## config.mk

```make
export PLATFORM = sky130hd
export DESIGN_NAME = bank_reg_ctrl_flat
export DESIGN_NICKNAME = d
export VERILOG_FILES = /design/src/rtl/bank_reg_ctrl_if.sv /design/src/rtl/bank_reg_ctrl.sv /design/src/flat_wrapper.sv
export SDC_FILE = /design/constraint.sdc
export NUM_CORES = 1
export LEC_CHECK = 0
export ABC_AREA = 1
export CELL_PAD_IN_SITES_DETAIL_PLACEMENT = 1
export CELL_PAD_IN_SITES_GLOBAL_PLACEMENT = 1
export CORE_MARGIN = 2
export CORE_UTILIZATION = 27
export CTS_CLUSTER_SIZE = 8
export DETAILED_ROUTE_END_ITERATION = 10
export PLACE_DENSITY_LB_ADDON = 0.1
export SETUP_SLACK_MARGIN = 0.2
export SKIP_CTS_REPAIR_TIMING = 1
export SYNTH_ARGS = -nofsm -noshare
export SYNTH_HDL_FRONTEND = slang
export SYNTH_SLANG_ARGS = --single-unit
```

## constraint.sdc

```tcl
create_clock -name clk -period 1.2 [get_ports clk]
set_input_delay 0.12 -clock clk [delete_from_list [all_inputs] [get_ports clk]]
set_output_delay 0.12 -clock clk [all_outputs]
set_load 0.03 [all_outputs]
```

## src/rtl/bank_reg_ctrl_if.sv

```systemverilog
// CPU register-file, channel 7 and interrupt signals of the bank register controller,
// plus the committed bank outputs that feed the address mapper.
interface bank_reg_ctrl_if;
  logic        wrEn;
  logic        rdEn;
  logic [11:0] regAddr;
  logic [15:0] wrData;
  logic [15:0] rdData;
  logic        ack;
  logic        chanWrEn;
  logic [15:0] chanWrData;
  logic        commit;
  logic        intEntry;
  logic        intResume;
  logic [2:0]  eBank;
  logic [4:0]  fBank;
  logic        superBank;
  logic        pending;

  modport master (
    output wrEn, rdEn, regAddr, wrData, chanWrEn, chanWrData,
           commit, intEntry, intResume,
    input  rdData, ack, eBank, fBank, superBank, pending
  );

  modport slave (
    input  wrEn, rdEn, regAddr, wrData, chanWrEn, chanWrData,
           commit, intEntry, intResume,
    output rdData, ack, eBank, fBank, superBank, pending
  );
endinterface

```

## src/rtl/bank_reg_ctrl.sv

```systemverilog
// Staged/committed/saved bank registers for the address mapper; superbank path under BANKREG_SUPERBANK_EN.
// Register ack and read data one cycle after the request; a request is accepted every cycle, never stalled.
module bank_reg_ctrl (
  input  logic           clk,
  input  logic           rst_n,
  bank_reg_ctrl_if.slave bus
);

  localparam logic [11:0] ADDR_EB = 12'd3;
  localparam logic [11:0] ADDR_FB = 12'd4;
  localparam logic [11:0] ADDR_BB = 12'd6;

  logic [2:0]  s_eb_q, s_eb_d;
  logic [4:0]  s_fb_q, s_fb_d;
  logic [2:0]  c_eb_q, c_eb_d;
  logic [4:0]  c_fb_q, c_fb_d;
  logic [2:0]  v_eb_q, v_eb_d;
  logic [4:0]  v_fb_q, v_fb_d;
  logic [15:0] rd_data_q, rd_data_d;
  logic        ack_q, ack_d;
  logic        pending_q, pending_d;
  logic [15:0] rd_word;
  logic        req;
  logic        unused_wr;

  assign req       = bus.wrEn | bus.rdEn;
  assign unused_wr = ^bus.wrData[7:3];

  // Reads always see the staged values as they stood before this edge.
  always_comb begin
    rd_word = 16'h0000;
    case (bus.regAddr)
      ADDR_EB: rd_word = {5'b0, s_eb_q, 8'b0};
      ADDR_FB: rd_word = {s_fb_q, 11'b0};
      ADDR_BB: rd_word = {s_fb_q, 8'b0, s_eb_q};
      default: rd_word = 16'h0000;
    endcase
  end

  always_comb begin
    s_eb_d    = s_eb_q;
    s_fb_d    = s_fb_q;
    c_eb_d    = c_eb_q;
    c_fb_d    = c_fb_q;
    v_eb_d    = v_eb_q;
    v_fb_d    = v_fb_q;
    ack_d     = req;
    rd_data_d = req ? rd_word : 16'h0000;

    if (bus.wrEn) begin
      case (bus.regAddr)
        ADDR_EB: s_eb_d = bus.wrData[10:8];
        ADDR_FB: s_fb_d = bus.wrData[15:11];
        ADDR_BB: begin
          s_fb_d = bus.wrData[15:11];
          s_eb_d = bus.wrData[2:0];
        end
        default: ;
      endcase
    end

    if (bus.commit) begin
      c_eb_d = s_eb_d;
      c_fb_d = s_fb_d;
    end

    // Resume wins over everything else arriving on the same edge, including entry.
    if (bus.intResume) begin
      s_eb_d = v_eb_q;
      s_fb_d = v_fb_q;
      c_eb_d = v_eb_q;
      c_fb_d = v_fb_q;
    end else if (bus.intEntry) begin
      v_eb_d = c_eb_q;
      v_fb_d = c_fb_q;
    end
  end

`ifdef BANKREG_SUPERBANK_EN
  logic s_sb_q, s_sb_d;
  logic c_sb_q, c_sb_d;
  logic v_sb_q, v_sb_d;
  logic unused_chan;

  assign unused_chan = ^{bus.chanWrData[15:7], bus.chanWrData[5:0]};

  always_comb begin
    s_sb_d = s_sb_q;
    c_sb_d = c_sb_q;
    v_sb_d = v_sb_q;
    if (bus.chanWrEn) begin
      s_sb_d = bus.chanWrData[6];
    end
    if (bus.commit) begin
      c_sb_d = s_sb_d;
    end
    if (bus.intResume) begin
      s_sb_d = v_sb_q;
      c_sb_d = v_sb_q;
    end else if (bus.intEntry) begin
      v_sb_d = c_sb_q;
    end
  end

  always_ff @(posedge clk or negedge rst_n) begin
    if (!rst_n) begin
      s_sb_q <= 1'b0;
      c_sb_q <= 1'b0;
      v_sb_q <= 1'b0;
    end else begin
      s_sb_q <= s_sb_d;
      c_sb_q <= c_sb_d;
      v_sb_q <= v_sb_d;
    end
  end
`else
  logic s_sb_d;
  logic c_sb_d;
  logic c_sb_q;
  logic unused_chan;

  assign s_sb_d      = 1'b0;
  assign c_sb_d      = 1'b0;
  assign c_sb_q      = 1'b0;
  assign unused_chan = ^{bus.chanWrEn, bus.chanWrData};
`endif

  assign pending_d = ({s_eb_d, s_fb_d, s_sb_d} != {c_eb_d, c_fb_d, c_sb_d});

  always_ff @(posedge clk or negedge rst_n) begin
    if (!rst_n) begin
      s_eb_q    <= 3'd0;
      s_fb_q    <= 5'd0;
      c_eb_q    <= 3'd0;
      c_fb_q    <= 5'd0;
      v_eb_q    <= 3'd0;
      v_fb_q    <= 5'd0;
      rd_data_q <= 16'h0000;
      ack_q     <= 1'b0;
      pending_q <= 1'b0;
    end else begin
      s_eb_q    <= s_eb_d;
      s_fb_q    <= s_fb_d;
      c_eb_q    <= c_eb_d;
      c_fb_q    <= c_fb_d;
      v_eb_q    <= v_eb_d;
      v_fb_q    <= v_fb_d;
      rd_data_q <= rd_data_d;
      ack_q     <= ack_d;
      pending_q <= pending_d;
    end
  end

  assign bus.rdData    = rd_data_q;
  assign bus.ack       = ack_q;
  assign bus.eBank     = c_eb_q;
  assign bus.fBank     = c_fb_q;
  assign bus.superBank = c_sb_q;
  assign bus.pending   = pending_q;

endmodule

```

## src/flat_wrapper.sv

```systemverilog
// flat-port wrapper written by rule: the top's interface ports become plain ports
module bank_reg_ctrl_flat 
  (clk, rst_n, bus_wrEn, bus_rdEn, bus_regAddr, bus_wrData, bus_chanWrEn, bus_chanWrData, bus_commit, bus_intEntry, bus_intResume, bus_rdData, bus_ack, bus_eBank, bus_fBank, bus_superBank, bus_pending);
  bank_reg_ctrl_if bus_i ();
  input  logic clk;
  input  logic rst_n;
  input wire logic [$bits(bus_i.wrEn)-1:0] bus_wrEn;
  input wire logic [$bits(bus_i.rdEn)-1:0] bus_rdEn;
  input wire logic [$bits(bus_i.regAddr)-1:0] bus_regAddr;
  input wire logic [$bits(bus_i.wrData)-1:0] bus_wrData;
  input wire logic [$bits(bus_i.chanWrEn)-1:0] bus_chanWrEn;
  input wire logic [$bits(bus_i.chanWrData)-1:0] bus_chanWrData;
  input wire logic [$bits(bus_i.commit)-1:0] bus_commit;
  input wire logic [$bits(bus_i.intEntry)-1:0] bus_intEntry;
  input wire logic [$bits(bus_i.intResume)-1:0] bus_intResume;
  output wire logic [$bits(bus_i.rdData)-1:0] bus_rdData;
  output wire logic [$bits(bus_i.ack)-1:0] bus_ack;
  output wire logic [$bits(bus_i.eBank)-1:0] bus_eBank;
  output wire logic [$bits(bus_i.fBank)-1:0] bus_fBank;
  output wire logic [$bits(bus_i.superBank)-1:0] bus_superBank;
  output wire logic [$bits(bus_i.pending)-1:0] bus_pending;
  assign bus_i.wrEn = bus_wrEn;
  assign bus_i.rdEn = bus_rdEn;
  assign bus_i.regAddr = bus_regAddr;
  assign bus_i.wrData = bus_wrData;
  assign bus_i.chanWrEn = bus_chanWrEn;
  assign bus_i.chanWrData = bus_chanWrData;
  assign bus_i.commit = bus_commit;
  assign bus_i.intEntry = bus_intEntry;
  assign bus_i.intResume = bus_intResume;
  assign bus_rdData = bus_i.rdData;
  assign bus_ack = bus_i.ack;
  assign bus_eBank = bus_i.eBank;
  assign bus_fBank = bus_i.fBank;
  assign bus_superBank = bus_i.superBank;
  assign bus_pending = bus_i.pending;
  bank_reg_ctrl u_core (.clk(clk), .rst_n(rst_n), .bus(bus_i));
endmodule
```

==> impl_metrics.csv, run 1 <==
group,metric,value,unit
run_status,outcome,"complete, but fails checks",
run_status,violations,"setup timing",
place,pre_cts_slack,-755,ps
final_layout,multi_input_area,1130,µm²
pwr,leakage,1.68,nW
final_layout,nets,403,
route,dr.pass1.iters,4,
setup_path,crit_slowest_cell,"nor2_4",
setup_path,cpPeakStageDelay,230,ps
pwr,power_density,1170,nW/µm²
global_route,antenna_found_initial,0,
setup_path,cpLargestDelayFamily,"simple AND/OR/NAND/NOR gates",
yosys,synth_area_leaders,"dfrtp_1 (47%), nand2_1 (12%), inv_1 (6.2%)",
yosys,synth.distinct_cells,27,
die,die_height,89.7,µm
clocking,cts_root_buffer,"clkbuf_8",
die,core-area,7180,µm²
timing,period_needed,1340,ps
timing,whs,185,ps
die,chipWidth,89.7,µm
yosys,ys_ff_latch,37,
worst_hold_path,worstHoldPathCells,3,
clocking,cts-buffers-inserted,5,
route,vias,1960,
die,io_pins,79,
setup_path,critPathKind,"input pin to flip-flop",
global_route,overflow,0,
timing,finalMaxSlewViolations,0,
route,drc_errors,0,
pwr,max-vdd-ir-drop,0.589,mV
worst_hold_path,hp-class,"input pin to flip-flop",
setup_path,crit_cells,13,
route,ant_nets,0,
clocking,cts_sinks,37,
clocking,clock_latency,290,ps
yosys,async_flop_share,100,%
timing,max_freq,749,MHz
yosys,ys_warn_count,0,
yosys,yosysMostFrequentCell,"nand2_1",
yosys,yosys.area.top_type,"dfrtp_1",
route,drt-initial-drc-count,38,
final_layout,drive_above_1_share,46.3,%
place,port_buffers,50,
setup_path,critPathCaptureType,"flip-flop",
global_route,grtUsageTotal,14.5,%
die,die_area,8050,µm²
yosys,synth-seq-area-share,46.7,%
clocking,cts_buffer_depth,2,
setup_path,path_cells,"dlymetal6s2s_1 -> nor2_4 -> nand2_2 -> nor2_4 -> o21ai_4 -> nor2_4 -> nand2_2 -> nand2_1 -> nand2_1 -> nand2_2 -> nor2_1 -> nor2_1 -> nand3_1",
final_layout,fin_util,46.7,%
place,gp_congestion,0.758,
die,rows,31,
yosys,yosysTopAreaCellShare,46.7,%
setup_path,ff2ff_path_depth,7,
setup_path,arrival,1510,ps
setup_path,cp_max_fo,7,
route,viasPerCell,4.35,
final_layout,final.fill_count,844,
yosys,syn_avg_cell_area,7.81,µm²
yosys,ys_top_cells_by_count,"nand2_1 (63), dfrtp_1 (37), inv_1 (33)",
clocking,cts_tree,"yes",
setup_path,start_kind,"input pin",
final_layout,syn_to_final_growth,69.0,%
timing,period_share,111,%
setup_path,crit_buf_inv,1,
final_layout,num_antenna_cells,0,
yosys,synth_edf_count,0,
global_route,grt_max_degree,38,
job,max_cap_viol_count,0,
route,routedWlPerCell,13.3,µm
yosys,netlist_instances,254,
timing,totalNegativeSetupSlack,-145,ps
timing,setup_viol,2,
timing,rsz0062_at_grt,"true",
timing,fin_ws,-136,ps
setup_path,worstPathRequired,1380,ps
final_layout,regArea,926,µm²
global_route,grt_pass1_vias,2029,
die,initial_utilization,27.7,%
clocking,clk_pin_slew,80,ps
yosys,synth_ff_type,"dfrtp_1",
clocking,cts_max_level,2,
place,dp_hpwl,4.30,mm
yosys,syn_area,1980,µm²
place,dpl_cell_area,2920,µm²
final_layout,stdcell_area,3350,µm²
timing,clock_skew,8.93,ps
route,wl,5.98,mm
timing,hold_violations,0,
global_route,grt_pass1_wl,9.59,mm
[state kept, by name, indices dropped and copies added (netlist names), 3 cells and up]
| register | flops |
|---|---|
| u_core.bus.rdData | 11 |
| u_core.s_fb_q | 5 |
| u_core.bus.fBank | 5 |
| u_core.s_eb_q | 3 |
| u_core.v_fb_q | 5 |
| u_core.v_eb_q | 3 |
| u_core.bus.eBank | 3 |
[cell type report]
type,count,area share (%)
multi-input combinational,175,33.8
sequential,37,27.6
timing repair buffer,99,27.6
inverter,33,3.77
tap,99,3.69
clock buffer,7,2.57
clock inverter,1,0.896
[placed cells by master, fill, tap and decap left out, drive strengths merged]
master         count
bufinv             1
o21a               1
dfrtp             37
o21bai             3
clkbuf            25
a21boi             3
clkdlybuf4s50     13
nor3              10
nand3             18
conb               6
dlygate4sd3        1
inv               33
buf               59
nand4             10
a21oi             12
nor2              37
dlymetal6s2s       8
nand2             64
o21ai             10
or2                1
[logic make-up after synthesis]
| family | count (synthesis) | synth area share [%] |
|---|---|---|
| flops | 37 | 46.7 |
| compound gates | 29 | 8.76 |
| other cells | 1 | 0.189 |
| simple gates | 140 | 33.5 |
| buf+inv | 47 | 10.9 |
[metrics by stage]
step	std cells	power, mW
after floorplan	259	2.03
after global placement	435	2.60
after detailed placement	435	2.61
after CTS	443	3.78
after global routing	451	4.14
final	451	3.93
[worst reg2reg max path, delay by kind of cell, from the launching register on]
family	cells	cell delay [ps]
AND/OR/NAND/NOR	7	750
flip-flops	1	370
[layer usage]
metal	vias up	share of wire, %	track usage [%]
met2	35	48	24.0
li1	992	-	-
met3	7	2.8	2.43
met1	926	48	19.5
met4	0	1.3	4.74
met5	-	0	0
[path summary, 6_finish.rpt]
| check | from | endpoint | slack (ps) |
|---|---|---|---|
| max | bus_regAddr[7] | u_core.bus.pending$_DFF_PN0_ | -140 |
| min | bus_commit | u_core.bus.fBank[3]$_DFF_PN0_ | 180 |
| max reg2reg | u_core.v_fb_q[4]$_DFFE_PN0P_ | u_core.bus.pending$_DFF_PN0_ | -30 |
| min reg2reg | u_core.v_fb_q[4]$_DFFE_PN0P_ | u_core.v_fb_q[4]$_DFFE_PN0P_ | 490 |
| max in group asynchronous | rst_n | u_core.v_eb_q[0]$_DFFE_PN0P_ | 670 |
| min in group asynchronous | rst_n | u_core.bus.rdData[2]$_DFF_PN0_ | 330 |
[where the power goes]
part	leakage (nW)	internal, mW	total, mW	switching [mW]
Combinational	1.17	0.615	1.28	0.665
Sequential	0.446	1.39	1.50	0.111
Clock	0.0585	0.678	1.15	0.467
Total	1.68	2.69	3.93	1.24
No activity file was read; power rests on OpenSTA's default activity.
==> inputs of run 2 (changes only) <==
Settings changed: CORE_ASPECT_RATIO set to 1.75, SETUP_SLACK_MARGIN 0.2 to 0.5.
==> impl_metrics.csv, run 2 (synthesized netlist as in run 1, its figures left out) <==
group,metric,value,unit
run_status,outcome,"complete, but fails checks",
run_status,violations,"setup timing",
setup_path,arrival,1490,ps
timing,whs,312,ps
clocking,cts_sinks,37,
final_layout,nets,407,
route,drc_errors,0,
place,dp_hpwl,4.46,mm
global_route,grtUsageTotal,15.2,%
timing,finalMaxSlewViolations,0,
setup_path,cp_max_fo,7,
timing,max_freq,757,MHz
timing,period_share,110,%
final_layout,drive_above_1_share,45.2,%
route,wl,6.14,mm
clocking,cts_buffer_depth,2,
final_layout,syn_to_final_growth,74.2,%
clocking,cts_tree,"yes",
die,core-area,7180,µm²
place,port_buffers,50,
final_layout,num_antenna_cells,0,
worst_hold_path,hp-class,"input pin to flip-flop",
route,dr.pass1.iters,3,
final_layout,final_common_cell,"nand2_1",
clocking,cts_max_level,2,
setup_path,start_kind,"input pin",
clocking,cts_root_buffer,"clkbuf_16",
final_layout,mostFrequentLayoutCells,"nand2_1 (48), buf_4 (35), buf_6 (31), dfrtp_1 (29), inv_1 (23)",
global_route,grt_pass1_vias,2003,
die,die_height,117,µm
timing,period_needed,1320,ps
job,max_cap_viol_count,0,
pwr,max-vdd-ir-drop,0.733,mV
route,ant_nets,0,
die,io_pins,79,
global_route,overflow,0,
route,viasPerCell,4.48,
global_route,grt_pass1_wl,9.23,mm
global_route,antenna_found_initial,0,
route,vias,1980,
route,drt-initial-drc-count,57,
die,initial_utilization,27.6,%
timing,rsz0062_at_grt,"true",
clocking,clock_latency,280,ps
timing,fin_ws,-121,ps
setup_path,worstPathRequired,1370,ps
timing,hold_violations,0,
die,rows,41,
die,die_area,8080,µm²
timing,setup_viol,4,
pwr,leakage,1.72,nW
global_route,grt_max_degree,38,
final_layout,largest_reg_flops,11,
timing,clock_skew,5.47,ps
setup_path,critPathCaptureType,"flip-flop",
die,chipWidth,68.8,µm
setup_path,critPathKind,"input pin to flip-flop",
route,routedWlPerCell,13.9,µm
clocking,clk_pin_slew,60,ps
pwr,power_density,1250,nW/µm²
pwr,power,4.34,mW
place,gp_congestion,0.735,
final_layout,final.fill_count,862,
clocking,cts-buffers-inserted,5,
## run 2: layout make-up
type	instances	area [µm²]	area share, %
inverter	33	138	3.98
tap	86	108	3.11
multi-input combinational	176	1080	31.2
clock buffer	7	143	4.13
timing repair buffer	102	1020	29.6
sequential	37	936	27.1
clock inverter	1	30.0	0.869
## run 2: layer usage
metal,vias up,share of wire [%],wire length (µm),track usage (%)
li1,995,-,-,-
met1,943,37,2300,17.1
met2,36,57,3490,26.2
met3,6,4.0,247,3.45
met4,0,1.7,104,6.37
met5,-,0,0,0
## run 2: worst paths after layout
kind / start / to / slack, ps / cells past startpoint
hold reg to reg: u_core.v_eb_q[2]$_DFFE_PN0P_ / u_core.v_eb_q[2]$_DFFE_PN0P_ / 490 / 2
hold / removal: bus_intResume / u_core.bus.fBank[0]$_DFF_PN0_ / 310 / 4
setup reg to reg: u_core.s_fb_q[1]$_DFF_PN0_ / u_core.bus.pending$_DFF_PN0_ / -80 / 9
min in group asynchronous: rst_n / u_core.bus.eBank[1]$_DFF_PN0_ / 320 / 3
setup / recovery: bus_regAddr[10] / u_core.bus.pending$_DFF_PN0_ / -120 / 13
max in group asynchronous: rst_n / u_core.bus.fBank[2]$_DFF_PN0_ / 660 / 3
## run 2: metrics by stage
| stage | area, µm² | worst slack (ps) | utilization, % | cells | TNS (ps) |
|---|---|---|---|---|---|
| 2_1_floorplan | 2100 | -68.4 | - | 259 | -68.4 |
| 3_5_place_dp | 2920 | -910 | 40.7 | 418 | -14470 |
| 6_report | 3460 | -121 | 48.1 | 442 | -215 |
| 4_1_cts | 3100 | -604 | 43.1 | 426 | -8060 |
| 3_3_place_gp | 2920 | -863 | 40.7 | 418 | -13720 |
| 5_1_grt | 3460 | -241 | 48.1 | 442 | -1190 |
## run 2: where the power goes
part,internal (mW),switching (mW)
combinational,0.611,0.650
sequential,1.41,0.115
clock,1.04,0.517
## run 2: worst max-delay path, stage by stage
cell and delay, ps:
buf_6 90, nor2_4 90, nand2_2 70, nor2_4 230
nand3_4 150, nand2_2 100, nand3_2 90, nand2_2 90
nor2_1 40, nor2_1 140, nand2_2 80, nor2_2 120
nand3_1 70
